## config.mk

```make
export PLATFORM = sky130hd
export DESIGN_NAME = reaction_timer
export DESIGN_NICKNAME = d
export VERILOG_FILES = /design/src/rtl/reaction_timer_pkg.sv /design/src/rtl/seg7_mux.sv /design/src/rtl/reaction_timer.sv
export SDC_FILE = /design/constraint.sdc
export NUM_CORES = 1
export LEC_CHECK = 0
export ABC_AREA = 1
export CORE_MARGIN = 4
export CORE_UTILIZATION = 55
export CTS_CLUSTER_SIZE = 16
export DETAILED_ROUTE_END_ITERATION = 10
export GPL_TIMING_DRIVEN = 0
export HOLD_SLACK_MARGIN = 0.02
export PLACE_DENSITY = 0.73
export SLEW_MARGIN = 20
export SYNTH_ARGS = -nofsm -noshare
export SYNTH_HDL_FRONTEND = slang
export SYNTH_SLANG_ARGS = --single-unit
```

## constraint.sdc

```tcl
create_clock -name clk -period 11.3 [get_ports clk]
set_clock_uncertainty 0.2 [all_clocks]
set_input_delay 3.39 -clock clk [delete_from_list [all_inputs] [get_ports clk]]
set_output_delay 3.39 -clock clk [all_outputs]
set_load 0.05 [all_outputs]
```

## src/rtl/reaction_timer_pkg.sv

```systemverilog
// Shared types and constants for the reaction-time game: FSM states, LED
// patterns, LFSR seed/taps and the 7-segment glyph table.
package reaction_timer_pkg;

  typedef enum logic [1:0] {
    ST_WAIT  = 2'd0,
    ST_GO    = 2'd1,
    ST_DONE  = 2'd2,
    ST_FAULT = 2'd3
  } state_t;

  localparam logic [3:0] LEDS_GO    = 4'b0001;
  localparam logic [3:0] LEDS_WAIT  = 4'b0010;
  localparam logic [3:0] LEDS_DONE  = 4'b0100;
  localparam logic [3:0] LEDS_FAULT = 4'b1000;

  // x^16 + x^14 + x^13 + x^11 + 1 expressed as a mask over bits 15,13,12,10
  localparam logic [15:0] LFSR_SEED = 16'hACE1;
  localparam logic [15:0] LFSR_TAPS = 16'hB400;

  // Segment patterns {g,f,e,d,c,b,a}, active-high
  localparam logic [6:0] SEG_DIGITS [10] = '{
    7'h3F, 7'h06, 7'h5B, 7'h4F, 7'h66,
    7'h6D, 7'h7D, 7'h07, 7'h7F, 7'h6F
  };

  function automatic logic [6:0] seg7_of(input logic [3:0] d);
    seg7_of = 7'h00;
    if (d <= 4'd9) seg7_of = SEG_DIGITS[d];
  endfunction

endpackage

```

## src/rtl/seg7_mux.sv

```systemverilog
// Multiplexed 4-digit 7-segment driver: rotates one active-low digit enable
// every REFRESH_CYCLES clocks and decodes the selected BCD digit.
module seg7_mux
  import reaction_timer_pkg::*;
#(
  parameter int REFRESH_CYCLES = 100_000
) (
  input  logic        clk,
  input  logic        rst,
  input  logic [15:0] bcd,
  output logic [11:0] io
);

  localparam int RC_W = $clog2(REFRESH_CYCLES + 1);

  logic [RC_W-1:0] dwell;
  logic [1:0]      idx;
  logic [3:0]      digit;

  always_comb begin
    digit = 4'd0;
    case (idx)
      2'd0: digit = bcd[3:0];
      2'd1: digit = bcd[7:4];
      2'd2: digit = bcd[11:8];
      2'd3: digit = bcd[15:12];
    endcase
  end

  // Enables and segments are registered together so they always change on
  // the same edge and never show a ghost of the neighbouring digit.
  always_ff @(posedge clk or posedge rst) begin
    if (rst) begin
      dwell <= '0;
      idx   <= 2'd0;
      io    <= {4'hF, 1'b0, 7'h00};
    end else begin
      if (dwell == RC_W'(REFRESH_CYCLES - 1)) begin
        dwell <= '0;
        idx   <= idx + 2'd1;
      end else begin
        dwell <= dwell + 1'b1;
      end
      io <= {~(4'b0001 << idx), 1'b0, seg7_of(digit)};
    end
  end

endmodule

```

## src/rtl/reaction_timer.sv

```systemverilog
// Reaction-time game top: random wait, "go" LED, millisecond BCD timer and
// 7-segment display. Optional false-start detection: REACTION_TIMER_FALSE_START_EN.
module reaction_timer
  import reaction_timer_pkg::*;
#(
  parameter int CLK_HZ         = 100_000_000,
  parameter int MIN_DELAY_MS   = 1000,
  parameter int RAND_MASK      = 2047,
  parameter int REFRESH_CYCLES = 100_000
) (
  input  logic       clk,
  input  logic       ck_rst,
  input  logic [3:0] btn,
  output logic       ck_io0,
  output logic       ck_io1,
  output logic       ck_io2,
  output logic       ck_io3,
  output logic       ck_io4,
  output logic       ck_io5,
  output logic       ck_io6,
  output logic       ck_io7,
  output logic       ck_io8,
  output logic       ck_io9,
  output logic       ck_io10,
  output logic       ck_io11,
  output logic [3:0] leds
);

  localparam int TICK_DIV = CLK_HZ / 1000;
  localparam int PRE_W    = $clog2(TICK_DIV + 1);

  logic [1:0]       sync_p0, sync_p1, sync_prev;
  logic [1:0]       press;
  logic             unused_btn;
  logic [PRE_W-1:0] pre;
  logic             tick;
  logic [15:0]      lfsr;
  state_t           state;
  logic             armed;
  logic [15:0]      target;
  logic [15:0]      wait_ms;
  logic [15:0]      bcd;
  logic [11:0]      io;

  assign unused_btn = ^btn[3:2];

  function automatic logic [15:0] bcd_sat_inc(input logic [15:0] v);
    logic [15:0] r;
    logic        carry;
    r     = v;
    carry = 1'b1;
    if (v != 16'h9999) begin
      for (int i = 0; i < 4; i++) begin
        if (carry) begin
          if (r[i*4 +: 4] == 4'd9) begin
            r[i*4 +: 4] = 4'd0;
          end else begin
            r[i*4 +: 4] = r[i*4 +: 4] + 4'd1;
            carry       = 1'b0;
          end
        end
      end
    end
    return r;
  endfunction

  // Button synchronizer and rising-edge detect
  always_ff @(posedge clk or posedge ck_rst) begin
    if (ck_rst) begin
      sync_p0   <= 2'b00;
      sync_p1   <= 2'b00;
      sync_prev <= 2'b00;
    end else begin
      sync_p0   <= btn[1:0];
      sync_p1   <= sync_p0;
      sync_prev <= sync_p1;
    end
  end

  assign press = sync_p1 & ~sync_prev;
  assign tick  = (pre == PRE_W'(TICK_DIV - 1));

  // Free-running ms prescaler and LFSR; neither is re-phased by the FSM.
  always_ff @(posedge clk or posedge ck_rst) begin
    if (ck_rst) begin
      pre  <= '0;
      lfsr <= LFSR_SEED;
    end else begin
      pre  <= tick ? '0 : pre + 1'b1;
      lfsr <= {lfsr[14:0], ^(lfsr & LFSR_TAPS)};
    end
  end

  // armed=0 marks the first WAIT cycle, where the random target is latched.
  always_ff @(posedge clk or posedge ck_rst) begin
    if (ck_rst) begin
      state   <= ST_WAIT;
      leds    <= 4'b0000;
      armed   <= 1'b0;
      target  <= 16'd0;
      wait_ms <= 16'd0;
      bcd     <= 16'd0;
    end else begin
      case (state)
        ST_WAIT: begin
          leds <= LEDS_WAIT;
          if (!armed) begin
            target  <= 16'(MIN_DELAY_MS) + (lfsr & 16'(RAND_MASK));
            wait_ms <= 16'd0;
            armed   <= 1'b1;
          end
`ifdef REACTION_TIMER_FALSE_START_EN
          else if (press[0]) begin
            state <= ST_FAULT;
            leds  <= LEDS_FAULT;
            bcd   <= 16'd0;
          end
`endif
          else if (wait_ms == target) begin
            state <= ST_GO;
            leds  <= LEDS_GO;
            bcd   <= 16'd0;
          end else if (tick) begin
            wait_ms <= wait_ms + 16'd1;
          end
        end
        ST_GO: begin
          if (tick) bcd <= bcd_sat_inc(bcd);
          if (press[0]) begin
            state <= ST_DONE;
            leds  <= LEDS_DONE;
          end
        end
        ST_DONE, ST_FAULT: begin
          if (press[1]) begin
            state <= ST_WAIT;
            leds  <= LEDS_WAIT;
            armed <= 1'b0;
            bcd   <= 16'd0;
          end
        end
        default: state <= ST_WAIT;
      endcase
    end
  end

  seg7_mux #(
    .REFRESH_CYCLES(REFRESH_CYCLES)
  ) u_seg7_mux (
    .clk (clk),
    .rst (ck_rst),
    .bcd (bcd),
    .io  (io)
  );

  assign ck_io0  = io[0];
  assign ck_io1  = io[1];
  assign ck_io2  = io[2];
  assign ck_io3  = io[3];
  assign ck_io4  = io[4];
  assign ck_io5  = io[5];
  assign ck_io6  = io[6];
  assign ck_io7  = io[7];
  assign ck_io8  = io[8];
  assign ck_io9  = io[9];
  assign ck_io10 = io[10];
  assign ck_io11 = io[11];

endmodule

```

After elaboration in Yosys (flattened, before gate mapping). Memories as Yosys holds them, arrays and structs flattened. Index checks and enable logic that the tools add are counted.

Register bits: 124. Memory bits (read-only): 112. Input bits: 6. Output and inout bits: 16. Word-level logic and storage cells: 122. Memories kept: 1.

Memories: (no name shown) (depth 16, bits a word 7, rd ports 1, clocked after memory_dff 0, wr ports 0, line reaction_timer_pkg.sv:29) `if (d <= 4'd9) seg7_of = SEG_DIGITS[d];`.

$add $sub $neg: 9. Magnitude comparators: 2. Equal/unequal tests: 25. Shift operators: 1. Mux-type cells: 48. Bitwise gates (word level): 5. Reduce and logical (&&, ||, !) cells: 14.

Operators by type and width (number): two-way mux 16 bit (8); case mux 16 bit (3 select lines) (1); two-way mux 4 bit (9); adder 17 x 1 -> 17 bit (second input constant) (2); equality test 17 bit (second input constant) (2); two-way mux 17 bit (2); inequality test 2 bit (second input constant) (11); two-way mux 7 bit (3); AND reduction 6 bit (3); adder 16 x 1 -> 16 bit (second input constant) (1); adder 4 x 1 -> 4 bit (second input constant) (4); equality test 16 bit (1); equality test 4 bit (second input constant) (4); inequality test 16 bit (second input constant) (1); case mux 4 bit (4 select lines) (1); parity 16 bit (1); two-way mux 1 bit (15); adder 10 x 11 -> 12 bit (first input constant) (1); two-way mux 2 bit (6); case mux 4 bit (3 select lines) (1); equality test 2 bit (second input constant) (4); case mux 2 bit (3 select lines) (1); AND reduction 2 bit (3); >= comparator 5 bit (second input constant) (1); other kinds (16) (18).

Logic depth before layout (Yosys ltp).
Depth in word-level cells: 17. Depth in mapped cells: 14. Gate-level depth less buffers: 14.

Modules after synthesis. From an unflattened synthesis, not the netlist that was laid out.

Cell total of the unflattened synthesis: 795. Area total of the unflattened synthesis: 6429.9 sq um.

By module, submodules not included: reaction_timer (times used 1, cells each 553, area an instance 4633.2 sq um, seq. area each 2237.1 sq um); seg7_mux (times used 1, cells each 242, area an instance 1796.7 sq um, seq. area each 755.7 sq um).

Worst setup path after synthesis. OpenSTA, ideal clock, no wires.

Kind: register to output. From: reg u_seg7_mux.io[10]. To: out ck_io10. Arrival time: 656 ps. Required time: 7710 ps. Slack: 7054 ps. Cell stages (with the launch flop): 1. Buffers on the path: 0. Path through: dfstp_2.

RTL lines: from (decl) (line seg7_mux.sv:11) `output logic [11:0] io`; from (signal assigned) (line seg7_mux.sv:36) `io <= {4'hF, 1'b0, 7'h00};`; from (signal assigned) (line seg7_mux.sv:44) `io <= {~(4'b0001 << idx), 1'b0, seg7_of(digit)};`; to (decl) (line reaction_timer.sv:24) `output logic ck_io10,`.

No word-level cell between the ends.

Worst setup path in the final report.
From: reg u_seg7_mux.io[8]. To: out ck_io8.

RTL lines: to (decl) (line reaction_timer.sv:22) `output logic ck_io8,`.

No word-level cell between the ends.

==> flow_metrics.env <==
export IMPL_clockBufferDepth=2
export IMPL_nFillCells=881
export IMPL_hp_class="flop to flop"
export IMPL_path_depth=1
export IMPL_cp_max_fo=1
export IMPL_setup_violations=0
export IMPL_tightest_slew_ps=506.4
export IMPL_rsz0062_at_grt="no"
export IMPL_hold_buffers=0
export IMPL_syn_area_um2=6181
export IMPL_cts_repair_resized=0
export IMPL_pre_cts_ws_ps=6413
export IMPL_slew_violations=0
export IMPL_grt_pass1_wl_mm=22.11
export IMPL_vias=4991
export IMPL_crit_path_end_kind="output port"
export IMPL_cts_sinks=119
export IMPL_finalCritPeriodShare_pct=47.08
export IMPL_r2r_cells=14
export IMPL_dieWidth_um=114.0
export IMPL_cts_htree_levels=4
export IMPL_first_pass_iters=5
export IMPL_drtIter0Drc=337
export IMPL_syn_to_final_growth_pct=15.85
export IMPL_initial_core_util_pct=56.52
export IMPL_overflow=0
export IMPL_drc=0
export IMPL_wl_per_cell_um=13.40
export IMPL_yosysSeqAreaShare_pct=48.42
export IMPL_critical_path_max_stage_delay_ps=800
export IMPL_die_h_um=114.0
export IMPL_via_per_inst=5.287
export IMPL_worstSetupPathType="flop to output port"
export IMPL_min_path_cells=0
export IMPL_power_uw=983.7
export IMPL_cp_cell_sequence="clkdlybuf4s50_1"
export IMPL_grt_use_total_pct=21.21
export IMPL_diodes=0
export IMPL_io_pins=22
export IMPL_worstPathRequired_ps=7710
export IMPL_antenna_found_initial=0
export IMPL_coreArea_um2=10940
export IMPL_cp_start_kind="flop"
export IMPL_crit_buf_inv=1
export IMPL_wl_mm=12.65
export IMPL_hold_viol=0
export IMPL_post_cts_buffers=0
export IMPL_cts_tree="yes"
export IMPL_drive_gt1_share_pct=10.57
export IMPL_timing_rr_start="u_seg7_mux.idx[1]"
export IMPL_ys_ff_latch=119
export IMPL_ir_drop_v=0.0001140
export IMPL_clk_pin_slew_worst_paths_ps=50
export IMPL_worstHoldStart="lfsr[14]"
export IMPL_cp_arrival_ps=1730
export IMPL_period_needed_ps=5320
export IMPL_syn_inst=753
export IMPL_critPathTopFamily="buffers and inverters"
export IMPL_maxSlewHeadroom_pct=66.14
export IMPL_status="complete, no violations"
export IMPL_synth_distinct_cells=42
export IMPL_clkLatencyLatePin_ps=420
export IMPL_grt_pass1_vias=5083
export IMPL_tns_ps=0
export IMPL_post_dp_hpwl_mm=8.707
export IMPL_instances_no_fill=944
export IMPL_gp_congestion=0.9554
export IMPL_postSynthAreaPerCell_um2=8.208
export IMPL_grt_max_degree=84
export IMPL_cts_made_buffers=17
export IMPL_layout_nets=819
export IMPL_fin_ws_ps=5980
export IMPL_p_leak_uw=0.003488
export IMPL_antenna_left=0
export IMPL_rows=38
export IMPL_cpMaxStageDelayCell="clkdlybuf4s50_1"
export IMPL_cts_root_buf="clkbuf_16"
export IMPL_dp_cells=912
export IMPL_port_buffers=17
export IMPL_powerDensity_nw_per_um2=137.4
export IMPL_drv_cap=0
export IMPL_post_route_util_pct=65.48
export IMPL_fmax_ghz=0.1880
export IMPL_startpoint="u_seg7_mux.io[8]"
export IMPL_yosysWarnings=0
export IMPL_die_area_um2=13000
[cell usage in the layout (no fill, tap or decap), types with 3 or more instances in the layout]
master | synthesis | routed
a21oi_1 | 18 | 18
a31oi_1 | 3 | 3
buf_6 | 4 | 4
bufinv_16 | 0 | 3
clkbuf_1 | 3 | 4
clkbuf_16 | 0 | 17
clkdlybuf4s50_1 | 0 | 17
clkinv_2 | 0 | 5
clkinvlp_4 | 0 | 3
dfrtp_1 | 107 | 107
dfstp_2 | 12 | 12
ha_1 | 22 | 22
inv_1 | 109 | 108
inv_2 | 3 | 3
nand2_1 | 195 | 195
nand2_2 | 4 | 4
nand3_1 | 48 | 48
nand4_1 | 14 | 14
nor2_1 | 69 | 69
nor2_2 | 3 | 3
nor3_1 | 16 | 16
nor4_1 | 6 | 6
o21ai_0 | 32 | 32
o21ai_1 | 7 | 7
o21ai_2 | 9 | 9
o22ai_1 | 5 | 5
or2_2 | 9 | 9
xnor2_1 | 11 | 11
xor2_1 | 24 | 24
[worst paths after layout]
check                                        end  slack, ps
worst min-delay path                    lfsr[15]        150
max in group asynchronous               lfsr[11]       7040
worst min register to register          lfsr[15]        150
min in group asynchronous                pre[15]       3130
worst max-delay path                      ck_io8       5980
worst max register to register  u_seg7_mux.io[0]       8570
[synth_stat cells]
library cell | n | share of area (%)
or2_1 | 1 | 0.10
nor3_2 | 1 | 0.16
nor3_1 | 16 | 1.3
a31oi_1 | 3 | 0.30
dfrtp_1 | 107 | 43
buf_6 | 4 | 0.73
a22o_1 | 1 | 0.14
nand4_2 | 1 | 0.20
nand4_1 | 14 | 1.4
nand2_2 | 4 | 0.40
or3_1 | 1 | 0.10
or2_2 | 9 | 0.91
o21ai_0 | 32 | 2.6
xor2_1 | 24 | 3.4
nor3b_1 | 1 | 0.12
o22ai_1 | 5 | 0.51
buf_4 | 2 | 0.24
conb_1 | 1 | 0.061
inv_1 | 109 | 6.6
nand3_1 | 48 | 3.9
clkbuf_1 | 3 | 0.18
a21oi_4 | 1 | 0.26
nand2_1 | 195 | 12
nor4_1 | 6 | 0.61
a21o_1 | 1 | 0.12
nor2_1 | 69 | 4.2
nor2_2 | 3 | 0.30
o21ai_2 | 9 | 1.3
xnor2_1 | 11 | 1.6
o21ai_1 | 7 | 0.57
o21a_1 | 1 | 0.12
o22a_1 | 1 | 0.14
ha_1 | 22 | 4.5
a21oi_1 | 18 | 1.5
nor3_4 | 1 | 0.26
dfstp_2 | 12 | 5.1
nor2_4 | 2 | 0.36
inv_2 | 3 | 0.18
o21bai_1 | 1 | 0.12
o31ai_1 | 1 | 0.12
nand3b_1 | 1 | 0.12
o211ai_1 | 1 | 0.12
[report_power, final]
group | switching [uW] | internal (uW) | leakage (uW) | total [uW]
sequential | 0.409 | 428 | 0.00150 | 428
clock | 193 | 350 | 0.000288 | 543
combinational | 10.0 | 2.57 | 0.00170 | 12.6
[area by class of cell]
type | instances | area [um^2] | share of cell area (%)
flip-flops and latches | 119 | 2993 | 41.80
multi-input cells | 514 | 2700 | 37.71
clock buffers | 19 | 442.9 | 6.186
inverters | 112 | 425.4 | 5.941
repair buffers | 18 | 197.7 | 2.761
well taps | 140 | 175.2 | 2.446
clock inverters | 13 | 155.1 | 2.167
plain buffers | 9 | 71.32 | 0.9960
[registers in the layout (all words and copies together), names as in the netlist]
name / flops
u_seg7_mux.dwell: 17
target: 12
pre: 17
lfsr: 16
bcd: 16
leds: 3
u_seg7_mux.io: 11
sync_prev: 2
state: 2
u_seg7_mux.idx: 2
armed: 1
wait_ms: 16
sync_p1: 2
sync_p0: 2
[cells by family after synthesis]
group                    synth area share [%]
AO/OA/AOI/OAI                           7.855
AND/OR/NAND/NOR                         26.30
buffers and inverters                   7.955
flip-flops                              48.42
adder cells (fa/ha/maj)                 4.453
other                                 0.06067
XOR/XNOR                                4.959
[metal layers]
metal	GRT usage, %	share of wire (%)	up-vias
li1	-	-	2462
met1	26.04	45	2383
met2	34.58	49	119
met3	6.419	4.3	27
met4	9.422	2.0	0
met5	0	0	-
[stage by stage]
| stage | cell area [um^2] | hold slack, ps |
|---|---|---|
| CTS | 7161 | 155.9 |
| detailed placement | 6563 | 144.8 |
| global route | 7161 | 161.7 |
| floorplan | 6185 | 131.2 |
| finish | 7161 | 153.0 |
| global placement | 6530 | 138.6 |
Note: power is estimated with default switching activity, not from simulation.
